<file path="src/rtl/mux_arb_nto1.sv">
// mux_arb_nto1: N-to-1 registered mux with per-channel valid/ready and built-in arbitration.
// Define MUX_ARB_RR_EN for round-robin arbitration; otherwise fixed priority (lowest index wins).
module mux_arb_nto1 #(
    parameter int unsigned  WIDTH = 4,
    parameter int unsigned  NCH   = 4,
    localparam int unsigned SELW  = (NCH > 1) ? $clog2(NCH) : 1
) (
    input  logic                 clk,
    input  logic                 rst_n,
    input  logic [NCH*WIDTH-1:0] in_data,
    input  logic [NCH-1:0]       in_valid,
    output logic [NCH-1:0]       in_ready,
    output logic [WIDTH-1:0]     out_data,
    output logic [SELW-1:0]      out_ch,
    output logic                 out_valid,
    input  logic                 out_ready
);

    logic [WIDTH-1:0] out_data_q, out_data_d;
    logic [SELW-1:0]  out_ch_q, out_ch_d;
    logic             out_valid_q, out_valid_d;
    logic             can_load;
    logic             req_any;
    logic             load;
    logic [SELW-1:0]  grant;
    logic [WIDTH-1:0] grant_data;

`ifdef MUX_ARB_RR_EN
    logic [SELW-1:0] rr_ptr_q, rr_ptr_d;
    logic [SELW:0]   idx;

    // Rotating search starting at rr_ptr, wrapping NCH-1 -> 0
    always_comb begin
        grant   = '0;
        req_any = 1'b0;
        idx     = '0;
        for (int unsigned i = 0; i < NCH; i++) begin
            idx = {1'b0, rr_ptr_q} + (SELW+1)'(i);
            if (idx >= (SELW+1)'(NCH)) begin
                idx = idx - (SELW+1)'(NCH);
            end
            if (!req_any && in_valid[idx[SELW-1:0]]) begin
                grant   = idx[SELW-1:0];
                req_any = 1'b1;
            end
        end
    end

    always_comb begin
        rr_ptr_d = rr_ptr_q;
        if (load) begin
            rr_ptr_d = (grant == SELW'(NCH - 1)) ? '0 : grant + SELW'(1);
        end
    end

    always_ff @(posedge clk or negedge rst_n) begin
        if (!rst_n) begin
            rr_ptr_q <= '0;
        end else begin
            rr_ptr_q <= rr_ptr_d;
        end
    end
`else
    // Fixed priority: lowest requesting index wins
    always_comb begin
        grant   = '0;
        req_any = 1'b0;
        for (int unsigned k = 0; k < NCH; k++) begin
            if (!req_any && in_valid[k]) begin
                grant   = SELW'(k);
                req_any = 1'b1;
            end
        end
    end
`endif

    // Data select uses constant part-selects so in_data only reaches flop inputs
    always_comb begin
        grant_data = '0;
        for (int unsigned k = 0; k < NCH; k++) begin
            if (grant == SELW'(k)) begin
                grant_data = in_data[k*WIDTH +: WIDTH];
            end
        end
    end

    assign can_load = !out_valid_q || out_ready;
    assign load     = can_load && req_any;

    always_comb begin
        in_ready = '0;
        for (int unsigned k = 0; k < NCH; k++) begin
            in_ready[k] = rst_n && load && (grant == SELW'(k));
        end
    end

    always_comb begin
        out_valid_d = out_valid_q;
        out_data_d  = out_data_q;
        out_ch_d    = out_ch_q;
        if (load) begin
            out_valid_d = 1'b1;
            out_data_d  = grant_data;
            out_ch_d    = grant;
        end else if (out_ready) begin
            out_valid_d = 1'b0;
        end
    end

    always_ff @(posedge clk or negedge rst_n) begin
        if (!rst_n) begin
            out_valid_q <= 1'b0;
            out_data_q  <= '0;
            out_ch_q    <= '0;
        end else begin
            out_valid_q <= out_valid_d;
            out_data_q  <= out_data_d;
            out_ch_q    <= out_ch_d;
        end
    end

    assign out_valid = out_valid_q;
    assign out_data  = out_data_q;
    assign out_ch    = out_ch_q;

endmodule

</file>
<file path="config.mk">
export PLATFORM = sky130hd
export DESIGN_NAME = mux_arb_nto1
export DESIGN_NICKNAME = d
export VERILOG_FILES = /design/src/rtl/mux_arb_nto1.sv
export SDC_FILE = /design/constraint.sdc
export NUM_CORES = 1
export LEC_CHECK = 0
export ABC_AREA = 0
export CORE_MARGIN = 2
export CORE_UTILIZATION = 32
export CTS_CLUSTER_DIAMETER = 50
export CTS_CLUSTER_SIZE = 14
export DETAILED_ROUTE_END_ITERATION = 10
export PLACE_DENSITY = 0.85
export SLEW_MARGIN = 25
export SYNTH_ARGS = -nofsm -noshare
export SYNTH_HDL_FRONTEND = slang
export SYNTH_SLANG_ARGS = --single-unit
</file>
<file path="constraint.sdc">
create_clock -name clk -period 1.55 [get_ports clk]
set_input_delay 0.31 -clock clk [delete_from_list [all_inputs] [get_ports clk]]
set_output_delay 0.31 -clock clk [all_outputs]
set_load 0.03 [all_outputs]
</file>
==> summary.md, run 1 <==
| Metric | Value |
|---|---|
| Sink Count | `7` |
| Cts hold-fix bufs | `0` |
| Wire length per cell | `12.09 microns` |
| Die Span Y | `43.84 microns` |
| Core Rows | `14` |
| DRC errors left | `0` |
| Crit-path max FO | `2` |
| Slew Viols, Final | `0` |
| RSZ-0062 raised after global routing | `yes` |
| Crit Path Category | `register to primary output` |
| CTS H-tree depth | `1` |
| Power density over the cells | `647.3 nW/um^2` |
| Initial DRC Count | `8` |
| Total power | `642.2 uW` |
| Via count | `615` |
| Setup TNS | `0 ns` |
| Clock tree buffer depth | `2` |
| Nets@finish | `129` |
| Total gr overflow | `0` |
| RePlAce Congestion | `0.7917` |
| Max-Slew Margin vs Limit | `0.7745` |
| Pre-antenna DRT Iters | `4` |
| Synth Warn # | `0` |
| Final worst-path cycle share | `0.9986` |
| Syn Inst Count | `57` |
| Hold Crit Class | `primary input to asynchronous set/reset pin` |
| Pin count of the biggest net entering global routing | `9` |
| VDD IR max | `0.2988 mV` |
| CTS tree | `done` |
| Final hold vios | `0` |
| Vias in the first global route | `630` |
| Final instance area | `992.2 sq um` |
| Reported max-cap violation count | `0` |
| Crit path cell chain | `nand2b_4, nand2_4, nor4b_4, buf_6` |
| WP buf/inv | `1` |
| Critical Path Slowest Stage Cell | `dfrtp_2` |
| Critical Path RT | `1.24 ns` |
| I/O pins | `34` |
| Die W | `43.84 microns` |
| Post-Syn Area per Cell | `8.912 sq um` |
| Least-Margin Pin Slew | `0.3370 ns` |
| Share of cells above drive strength 1 | `0.3429` |
| Max Freq | `0.6461 GHz` |
| Sequential-to-total area share from yosys stat | `0.3448` |
| DIE AREA | `1922 sq um` |
| Layout area overhead | `95.32%` |
| Critical Path End Type | `primary output` |
| Clk Latency, worst-skew pair | `0.25 ns` |
| Seq cells post-synth | `7` |
| Slowest Stage Delay on Critical Path | `0.42 ns` |
| CTS buffer count | `3` |
| CP startpoint kind | `register` |
| Average vias per placed instance | `5.083` |
| First-pass GRT wire length | `2.546 mm` |
| Clk_skew | `0.004230 ns` |
| Ant diodes | `0` |
| Mapped Nets | `80` |
| Root Buffer | `clkbuf_4` |
| Starting Density | `0.3412` |
| Period minus WS final | `1.548 ns` |
| Post-DP HPWL | `1.315 mm` |
| Core Region | `1489 sq um` |
| Final Setup Violations | `0` |
| Initial antenna violation count | `0` |
| Leak Pwr | `0.0004543 uW` |
| Top Family by Delay on Critical Path | `flip-flops` |
| Count of different cell masters after synthesis | `21` |
| Global Route Usage Sum | `0.1800` |
| Port buffer count | `33` |
| DP Area | `963.4 sq um` |
| Status | `finished clean` |
| CTS clk-pin slew, worst paths | `0.05 ns` |
| Post-synthesis cell area | `508.0 sq um` |
| Routed Antenna Nets | `0` |
| Postcts setup bufs | `0` |
| WL final | `1.463 mm` |
| CP arrival | `1.24 ns` |
[power by group]
| group | internal (uW) | switching (uW) | total [uW] |
|---|---|---|---|
| combinational | 130 | 130 | 260 |
| sequential | 204 | 10.1 | 214 |
| clock | 98.4 | 69.6 | 168 |
[layout make-up]
cell class              instances  area, sq um
fillers                       127        496.7
well taps                      16        20.02
inverters                       1        3.754
flip-flops and latches          7        176.4
multi-input cells              46        350.3
clock buffers                   4        26.28
repair buffers                 47        415.4
[worst register-to-register path, delay by kind of cell (launching register included)]
kind / cells / cell delay [ns]
buf+inv: 2 / 0.32
flops: 1 / 0.42
simple gates: 1 / 0.08
compound gates: 2 / 0.33
[flip-flops by register name, indices dropped and copies added (netlist names)]
register,flops
out_ch,2
out_data,4
out_valid,1
[placed cells by master, fill, tap and decap left out, types with 2 or more instances in the layout]
cell type	instances
nor3_2	2
nor2b_2	4
o31ai_1	4
a21oi_1	5
nand2_1	9
nand2b_4	2
dfrtp_1	6
clkbuf_4	3
a311oi_1	4
o21a_1	2
clkdlybuf4s50_1	16
nor2_1	4
buf_4	17
dlygate4sd2_1	12
[metal layers]
metal | global-route usage | up-vias | wire length [microns]
li1 | - | 304 | -
met1 | 0.1964 | 282 | 563
met2 | 0.3176 | 27 | 787
met3 | 0.04583 | 2 | 102
met4 | 0.09091 | 0 | 10
met5 | 0 | - | 0
[synth_stat cells]
cell type,instances,area (sq um)
nor2b_2,4,35.03
nor3_1,3,15.01
mux2_4,1,15.01
nand2_1,10,37.54
dfrtp_1,7,175.2
o21ai_0,1,5.000
nand2b_4,1,13.76
a21oi_1,5,25.02
a311oi_1,4,35.03
nor4b_1,1,8.760
o21a_1,2,15.01
nand2b_1,1,6.260
buf_6,1,11.26
o31ai_1,4,30.03
buf_2,2,10.01
nand3b_1,1,7.510
o41ai_4,1,27.53
inv_1,1,3.750
or2_1,1,6.260
nor2_1,5,18.77
and3_1,1,6.260
[cell families (layout without fill, tap and decap cells)]
family,after synthesis,after routing,synth area share
AOI/OAI and AO/OA,17,17,0.2709
buffers and inverters,4,52,0.04925
DFF,7,7,0.3448
muxes,1,1,0.02955
and+or+nand+nor,28,28,0.3054
[worst paths after layout]
kind,cells after the start,endpoint,from,slack (ns)
setup / recovery,4,in_ready[2],out_valid,0.002
hold / removal,2,out_ch[1],rst_n,0.17
setup reg to reg,5,out_data[2],out_valid,0.29
hold reg to reg,2,out_data[1],out_data[1],0.47
max in group asynchronous,2,out_valid,rst_n,1.24
min in group clk,2,out_data[1],out_data[1],0.47
[stage by stage]
stage          hold WS [ns]  setup WS (ns)  std cells  utilization
6_report             0.1691       0.002211        121       0.6664
5_1_grt              0.1836       -0.05409        121       0.6664
4_1_cts              0.1642       -0.02410        121       0.6639
3_5_place_dp         0.4731        -0.4015        117       0.6471
3_3_place_gp         0.4596        -0.3316        117       0.6471
2_1_floorplan       0.01441       0.001559         57            -
[timing repair]
item                                    in CTS  in global routing
endpoints found under the setup margin      15                  3
gates resized for setup                     18                  1
pin swaps                                    3                  0
Note: power is estimated with default switching activity, not from simulation.
==> run 2: changes to the inputs <==
PLACE_DENSITY = 0.69   (was 0.85)
==> summary.md, run 2 (synthesis results as in run 1) <==
| Metric | Value |
|---|---|
| Vias in the first global route | `516 (-18%)` |
| Core Region | `1489 sq um (unchanged)` |
| Ant diodes | `0 (unchanged)` |
| DIE AREA | `1922 sq um (unchanged)` |
| Final hold vios | `0 (unchanged)` |
| CTS tree | `done` |
| RePlAce Congestion | `0.8290 (+4.7%)` |
| Reported max-cap violation count | `0 (unchanged)` |
| Total gr overflow | `0 (unchanged)` |
| GR Util met3 | `0.02917 (-0.01667)` |
| CTS buffer count | `3 (unchanged)` |
| Status | `finished clean` |
| Most common cell after layout, fill and taps aside | `clkdlybuf4s50_1` |
| Hold Crit Class | `primary input to asynchronous set/reset pin` |
| Sink Count | `7 (unchanged)` |
| DRC errors left | `0 (unchanged)` |
| Leak Pwr | `0.0004557 uW (+0.31%)` |
| Met1 Use GR | `0.2123 (+0.01585)` |
| Clk_skew | `0.005109 ns (+0.0008795 ns)` |
| Max reg flops | `4 (unchanged)` |
| RSZ-0062 raised after global routing | `yes` |
| Initial DRC Count | `10 (+2)` |
| Layout area overhead | `97.29%` |
| Hold slack | `0.1647 ns (-0.004476 ns)` |
| CTS clk-pin slew, worst paths | `0.06 ns (about the same)` |
| VDD IR max | `0.3058 mV (+2.4%)` |
| Period minus WS final | `1.539 ns (-0.008388 ns)` |
| Crit Path Category | `primary input to primary output` |
| Postcts setup bufs | `0 (unchanged)` |
| Critical Path End Type | `primary output` |
| Commonest non-fill, non-tap cells in the layout | `16 x clkdlybuf4s50_1, 13 x buf_4, 12 x dlygate4sd2_1, 9 x nand2_1, 6 x dfrtp_1` |
| Share of cells above drive strength 1 | `0.3365 (-0.006319)` |
| Final worst-path cycle share | `0.9932 (-0.005412)` |
| Power density over the cells | `643.8 nW/um^2 (-0.54%)` |
| Routed Antenna Nets | `0 (unchanged)` |
| Root Buffer | `clkbuf_4` |
| Core Rows | `14 (unchanged)` |
| CTS H-tree depth | `1 (unchanged)` |
| Final Setup Violations | `0 (unchanged)` |
| Cells after DPL | `116 (-0.85%)` |
| Clk Latency, worst-skew pair | `0.25 ns (about the same)` |
| Port buffer count | `33 (unchanged)` |
| Die W | `43.84 microns (unchanged)` |
| Nets@finish | `128 (-0.78%)` |
| Cts hold-fix bufs | `0 (unchanged)` |
| WL final | `1.489 mm (+1.8%)` |
| Max Freq | `0.6496 GHz (+0.54%)` |
| Max-Slew Margin vs Limit | `0.7783 (+0.003787)` |
| Die Span Y | `43.84 microns (unchanged)` |
| DP Area | `955.9 sq um (-0.78%)` |
| Least-Margin Pin Slew | `0.3325 ns (-0.004529 ns)` |
| Final instance area | `1002 sq um (+1.0%)` |
| Via count | `596 (-3.1%)` |
| Slew Viols, Final | `0 (unchanged)` |
| I/O pins | `34 (unchanged)` |
| Critical Path RT | `1.24 ns (about the same)` |
| R2R setup slack | `0.31 ns (+0.02 ns)` |
| Initial antenna violation count | `0 (unchanged)` |
| First-pass GRT wire length | `2.263 mm (-11%)` |
| GR peak layer | `met2` |
| M2 GR Usage | `0.2559 (-0.06176)` |
| Average vias per placed instance | `4.967 (-2.3%)` |
| CP startpoint kind | `primary input` |
| Clock tree buffer depth | `2 (unchanged)` |
| Non-Filler Instances | `120 (-0.83%)` |
| Pin count of the biggest net entering global routing | `9 (unchanged)` |
| Wire length per cell | `12.41 microns (+2.6%)` |
| Pre-antenna DRT Iters | `4 (unchanged)` |
| Global Route Usage Sum | `0.1665 (-0.01351)` |
| Starting Density | `0.3412 (unchanged)` |
| CP arrival | `1.23 ns (about the same)` |
| Crit-path max FO | `6 (+4)` |
| Post-DP HPWL | `1.202 mm (-8.6%)` |
==> run 2: worst max-delay path, stage by stage <==
cell and delay [ns]:
dlygate4sd2_1 0.37, buf_4 0.18, nor4b_4 0.17, buf_4 0.19
==> run 2: timing repair <==
item | CTS | global route
pin swaps | 3 | 2
resized for setup | 20 | 3
setup endpoints to repair | 15 | 4
==> run 2: cell type report <==
type,count,area [sq um]
well taps,16,20.02
fillers,138,486.7
clock buffers,4,26.28
multi-input cells,46,356.6
repair buffers,46,419.2
flip-flops and latches,7,176.4
inverters,1,3.754
==> run 2: metrics by stage <==
stage | util | setup TNS [ns] | setup slack, ns | total power, uW
3_3_place_gp | 0.6420 | -1.945 | -0.2775 | 489.5
2_1_floorplan | - | 0 | 0.001559 | 347.0
3_5_place_dp | 0.6420 | -2.105 | -0.2959 | 492.7
6_report | 0.6731 | 0 | 0.01060 | 645.2
5_1_grt | 0.6731 | -0.03237 | -0.02607 | 679.8
4_1_cts | 0.6639 | -0.02267 | -0.02267 | 648.8
==> run 2: path summary, 6_finish.rpt <==
| kind | to | from | depth (start not counted) |
|---|---|---|---|
| worst max-delay path | in_ready[2] | in_valid[2] | 4 |
| worst min-delay path | out_valid | rst_n | 2 |
| worst max register to register | out_data[3] | out_valid | 5 |
| worst min register to register | out_data[3] | out_data[3] | 2 |
| max in group asynchronous | out_valid | rst_n | 2 |
| min in group clk | out_data[3] | out_data[3] | 2 |
==> run 2: power by group <==
part | internal [uW] | leakage, uW | switching, uW
combinational | 132 | 0.000358 | 132
sequential | 204 | 0.0000823 | 10.5
clock | 98.4 | 0.0000150 | 69.1
==> run 2: per-layer routing <==
metal / vias up / routed length [microns]
li1: 303 / -
met1: 265 / 592
met2: 26 / 765
met3: 2 / 104
met4: 0 / 27
met5: - / 0
